===== src/rtl/madd_unit.sv =====
// madd_unit: EX-stage sequencer for MADD/MADDU/MSUB/MSUBU.
// It stalls EX for two cycles. In MUL it forms the 64-bit product of the
// latched operands. In ACC it adds that product to, or subtracts it from,
// the live {HI,LO}, then presents the write.
//
// Build option: define MADD_MSUB_EN to support MSUB/MSUBU.
// Without it, op[1]=1 is treated as illegal and the subtract path is omitted.
//
// state | meaning
// ------+------------------------------------------------------------
// IDLE  | waiting for start; stall_req follows a legal start
// MUL   | product of latched operands registered into hilo_tmp
// ACC   | {hi_in,lo_in} +/- hilo_tmp presented with hilo_wen (held on hold)
`timescale 1ns/1ps

module madd_unit #(
   parameter int REG_DATA_WIDTH    = 32,
   parameter int DOUBLE_DATA_WIDTH = 64
) (
   input  logic                         clk,
   input  logic                         rst_n,
   input  logic                         start,
   input  logic [1:0]                   op,
   input  logic [REG_DATA_WIDTH-1:0]    src1,
   input  logic [REG_DATA_WIDTH-1:0]    src2,
   input  logic [REG_DATA_WIDTH-1:0]    hi_in,
   input  logic [REG_DATA_WIDTH-1:0]    lo_in,
   input  logic                         hold,
   input  logic                         flush,
   output logic                         stall_req,
   output logic [DOUBLE_DATA_WIDTH-1:0] hilo_tmp_out,
   output logic [1:0]                   mul_cnt_out,
   output logic [REG_DATA_WIDTH-1:0]    hi_out,
   output logic [REG_DATA_WIDTH-1:0]    lo_out,
   output logic                         hilo_wen
);

   localparam int DW  = REG_DATA_WIDTH;
   localparam int DDW = DOUBLE_DATA_WIDTH;

   typedef enum logic [1:0] {
      IDLE = 2'd0,
      MUL  = 2'd1,
      ACC  = 2'd2
   } state_t;

   state_t           state_q;
   state_t           state_d;
   logic [DW-1:0]    src1_q;
   logic [DW-1:0]    src2_q;
   logic             op_uns_q;
   logic [DDW-1:0]   hilo_tmp_q;
   logic             op_legal;
   logic             launch;
   logic [DDW-1:0]   ext_a;
   logic [DDW-1:0]   ext_b;
   logic [DDW-1:0]   product;
   logic [DDW-1:0]   acc_in;
   logic [DDW-1:0]   acc_res;

`ifdef MADD_MSUB_EN
   logic             op_sub_q;
   assign op_legal = 1'b1;
`else
   assign op_legal = ~op[1];
`endif

   assign launch = (state_q == IDLE) && start && op_legal;

   // State register
   always_ff @(posedge clk or negedge rst_n) begin
      if (!rst_n) state_q <= IDLE;
      else        state_q <= state_d;
   end

   // Next-state logic; flush outranks hold and start
   always_comb begin
      state_d = state_q;
      if (flush) begin
         state_d = IDLE;
      end else begin
         case (state_q)
            IDLE:    if (launch) state_d = MUL;
            MUL:     state_d = ACC;
            ACC:     if (!hold) state_d = IDLE;
            default: state_d = IDLE;
         endcase
      end
   end

   // Operand latch: captured only on a legal launch, so later EX changes are ignored
   always_ff @(posedge clk or negedge rst_n) begin
      if (!rst_n) begin
         src1_q   <= '0;
         src2_q   <= '0;
         op_uns_q <= 1'b0;
`ifdef MADD_MSUB_EN
         op_sub_q <= 1'b0;
`endif
      end else if (launch) begin
         src1_q   <= src1;
         src2_q   <= src2;
         op_uns_q <= op[0];
`ifdef MADD_MSUB_EN
         op_sub_q <= op[1];
`endif
      end
   end

   // Extend to 64 bits, then take a truncated 64x64 multiply.
   // Modulo 2^64 this equals the exact signed or unsigned 32x32 product.
   always_comb begin
      ext_a   = {{DW{~op_uns_q & src1_q[DW-1]}}, src1_q};
      ext_b   = {{DW{~op_uns_q & src2_q[DW-1]}}, src2_q};
      product = ext_a * ext_b;
   end

   // Product register: loaded in MUL, cleared on flush
   always_ff @(posedge clk or negedge rst_n) begin
      if (!rst_n)                hilo_tmp_q <= '0;
      else if (flush)            hilo_tmp_q <= '0;
      else if (state_q == MUL)   hilo_tmp_q <= product;
   end

   // Accumulate against the live HI/LO so forwarded values are honoured
   always_comb begin
      acc_in = {hi_in, lo_in};
`ifdef MADD_MSUB_EN
      acc_res = op_sub_q ? (acc_in - hilo_tmp_q) : (acc_in + hilo_tmp_q);
`else
      acc_res = acc_in + hilo_tmp_q;
`endif
   end

   // Outputs: zero unless the state drives them; stall_req is forced low during reset
   always_comb begin
      stall_req    = 1'b0;
      hilo_tmp_out = '0;
      mul_cnt_out  = 2'd0;
      hi_out       = '0;
      lo_out       = '0;
      hilo_wen     = 1'b0;
      case (state_q)
         IDLE: stall_req = launch;
         MUL: begin
            stall_req   = 1'b1;
            mul_cnt_out = 2'd1;
         end
         ACC: begin
            mul_cnt_out  = 2'd2;
            hilo_tmp_out = hilo_tmp_q;
            if (!flush) begin
               hilo_wen         = 1'b1;
               {hi_out, lo_out} = acc_res;
            end
         end
         default: ;
      endcase
      stall_req = stall_req & rst_n;
   end

endmodule


===== config.mk =====
export PLATFORM = sky130hd
export DESIGN_NAME = madd_unit
export DESIGN_NICKNAME = d
export VERILOG_FILES = /design/src/rtl/madd_unit.sv
export SDC_FILE = /design/constraint.sdc
export NUM_CORES = 2
export LEC_CHECK = 0
export CORE_MARGIN = 1.5
export CORE_UTILIZATION = 40
export DETAILED_ROUTE_END_ITERATION = 8
export HOLD_SLACK_MARGIN = 0.15
export PLACE_DENSITY = 0.64
export SYNTH_ARGS = -nofsm -noshare
export SYNTH_HDL_FRONTEND = slang
export SYNTH_SLANG_ARGS = --single-unit

===== constraint.sdc =====
create_clock -name clk -period 20.3 [get_ports clk]
set_input_delay 5.075 -clock clk [delete_from_list [all_inputs] [get_ports clk]]
set_output_delay 5.075 -clock clk [all_outputs]
set_load 0.005 [all_outputs]

==> run metrics <==
first-pass GRT wire length=222 mm; Worst R2R End=hilo_tmp_q[63]$_DFFE_PN0P_; DRT Pass-1 Iters=5; GR Util met2=40.6%; final slew viol count=0; via count=35.7k; Critical R2R Launch=src1_q[31]$_DFFE_PN0P_; number of synthesized flops with an enable pin=0; vias in the first global route=38.1k; IO buf count=266; f_max=68.3 MHz; Initial DRC Count=2,249; Startpoint Class=input pin; Final Critical Period=14.64 ns; Starting Density=40.4%; synth warn=0; Tightest Pin Transition=1.13 ns; Hold Fails Final Rpt=0; routed len/inst=20.4 um; share of layout cells above drive strength 1=4.11%; Worst Skew=0.0272 ns; synthesis-stage register bit count=131; Final period util=72.1%; htree depth=4; clock buffer count from CTS=17; DRC Markers=0; Synth Flop Type=dfrtp_1; Hold Path Sink=src2_q[8]$_DFFE_PN0P_; crit-path max FO=5; final WL=139 mm; hpwl dp=110 mm; Setup TNS=0 ns; relative slew slack=24.7%; status=completed; hold_buf cts=0; Root Driver=clkbuf_16; synth unique cells=74; cell row count=125; RSZ-0062 raised after global routing=false; CTS tree=yes; die width=346 um; Worst Hold Class=register to register; crit end category=output port; clock buffer depth=2; Cell Area, Synth=47,000 sq um; Syn Area/Cell=8.99 sq um; largest net degree at the start of global routing=70; Die Area=120,000 sq um; r2r setup slk=10.28 ns; Die Y=346 um; Seq/Total Area, Yosys=6.97%; Clock Pin Slew Worst Setup and Hold Paths=0.07 ns; I/O pin count=267; Detail Route Antenna Nets=0; Final nets=6,827; Post-CTS Setup Inserts=0; clk_lat worst skew=0.52 ns; Arrival @ worst endpoint=9.57 ns; antenna violations before repair=3; final RePlAce weighted congestion=0.926; Max Cap Violations=0; Worst EP required=15.23 ns; global routing's busiest layer=met2; final setup vio count=0; Synth Instances=5,230; hold depth=1; Async S/R FF share, synth=100%; hold_sp=src2_q[8]$_DFFE_PN0P_; GR Util met1=31.7%; # clock sinks=131; met3 usage=3.75%; FF-to-FF path depth=28; Gates resized, CTS repair=0; core area=116,000 sq um; GRT Util Overall=24.0%; GRT Residual Overflow=0; Crit Path Category=input pin to output port; syn nets=6,766; DR vias/cell=5.23; Syn-to-layout area delta=9.75%
## metrics by stage
stage / cells / cell area [sq um] / hold WS [ns] / utilization [%] / worst slack [ns]
after floorplan: 5230 / 47000 / 0.451 / - / 7.39
after global placement: 6796 / 51000 / 0.493 / 43.9 / 5.70
after detailed placement: 6796 / 51000 / 0.497 / 43.9 / 5.68
after CTS: 6828 / 51600 / 0.513 / 44.3 / 5.65
after global routing: 6830 / 51600 / 0.533 / 44.3 / 5.47
final: 6830 / 51600 / 0.512 / 44.3 / 5.66
## layout make-up
| class | count | area, sq um |
|---|---|---|
| antenna | 2 | 5.00 |
| multi-input combinational | 3665 | 38400 |
| inverter | 1146 | 4300 |
| timing repair buffer | 330 | 3140 |
| sequential | 131 | 3300 |
| tap | 1524 | 1910 |
| clock inverter | 13 | 111 |
| clock buffer | 19 | 453 |
| fill | 11300 | 64800 |
## cells by family (layout without fill, tap and decap cells)
kind of cell	count (synthesis)	after routing	synth area share (%)
AO/OA/AOI/OAI	475	475	6.63
XOR/XNOR	124	124	2.31
adder cells (fa/ha/maj)	1401	1401	55.3
buffers and inverters	1434	1508	11.4
flip-flops	131	131	6.97
multiplexers	65	65	1.56
other	0	2	0
AND/OR/NAND/NOR	1600	1600	15.8
## routing by layer
metal | share of wire [%] | vias up
met4 | 2.6 | 0
met5 | 0 | -
met3 | 6.8 | 214
met1 | 41 | 18600
li1 | - | 15600
met2 | 49 | 1264
## placed cells by master (no fill, tap or decap), drive strengths merged, types with 12 or more instances in the layout
master	instances
a211oi	23
a21o	91
a21oi	157
a31oi	15
and2	432
and3	12
buf	66
clkbuf	19
clkdlybuf4s50	264
dfrtp	131
fa	1126
ha	275
inv	1154
mux2	65
nand2	848
nand2b	20
nand3	33
nand4	23
nor2	164
nor3	26
o21a	12
o21ai	76
o21bai	16
xnor2	83
xor2	41
## registers in the layout, summed over array words and instances, names as in the netlist
name        flops
hilo_tmp_q     64
src1_q         32
src2_q         32
state_q         2
op_uns_q        1
## Yosys cell counts (3+ instances only)
cell | number | area share, %
or2_2 | 11 | 0.15
nand2b_1 | 20 | 0.27
o21ai_1 | 4 | 0.043
nor4_1 | 3 | 0.040
xnor2_1 | 83 | 1.5
buf_1 | 3 | 0.024
clkbuf_1 | 285 | 2.3
a31o_2 | 7 | 0.13
a21boi_0 | 6 | 0.096
fa_1 | 1126 | 48
a21oi_1 | 155 | 1.6
mux2_2 | 65 | 1.6
nor2_1 | 164 | 1.3
nor3b_1 | 4 | 0.064
and2_1 | 432 | 5.7
and4_1 | 3 | 0.056
o21ai_0 | 71 | 0.76
o21bai_1 | 16 | 0.26
inv_1 | 1144 | 9.1
nand2_1 | 848 | 6.8
xor2_1 | 41 | 0.76
a311oi_1 | 4 | 0.075
a2111oi_0 | 3 | 0.056
nand3_1 | 33 | 0.35
and3_1 | 12 | 0.16
a211o_1 | 5 | 0.093
a41oi_1 | 3 | 0.056
nor2b_1 | 11 | 0.15
o31ai_1 | 10 | 0.16
a211oi_1 | 21 | 0.34
a221oi_1 | 5 | 0.093
o211ai_1 | 7 | 0.11
ha_1 | 275 | 7.3
o21a_1 | 12 | 0.19
nor3_1 | 26 | 0.28
o41ai_1 | 4 | 0.075
nand4_1 | 23 | 0.31
a21o_1 | 91 | 1.5
dfrtp_1 | 131 | 7.0
a31oi_1 | 15 | 0.20
or4_1 | 3 | 0.048
## how the worst max path moves through the flow
stage                   from    endpoint  depth (start not counted)
detailed placement  lo_in[0]  hi_out[22]                         15
finish              lo_in[0]  hi_out[22]                         15
CTS                 lo_in[0]  hi_out[22]                         15
global placement    lo_in[0]  hi_out[22]                         15
global route        lo_in[0]  hi_out[22]                         15
floorplan           lo_in[0]  hi_out[22]                         13
## critical path, stage by stage
cell	delay, ns
clkdlybuf4s50_1	0.42
ha_1	0.26
fa_1	0.44
a211oi_2	0.24
o21ai_1	0.18
a21o_1	0.23
and4bb_1	0.25
o311ai_4	0.45
o211ai_2	0.27
a21bo_1	0.26
a221o_1	0.34
a21oi_2	0.16
xor2_1	0.38
nor2_1	0.09
clkdlybuf4s50_1	0.51
Power is left out: the tool's default activity adds up to more than one toggle a clock period on the data nets, which glitch-free logic cannot reach.
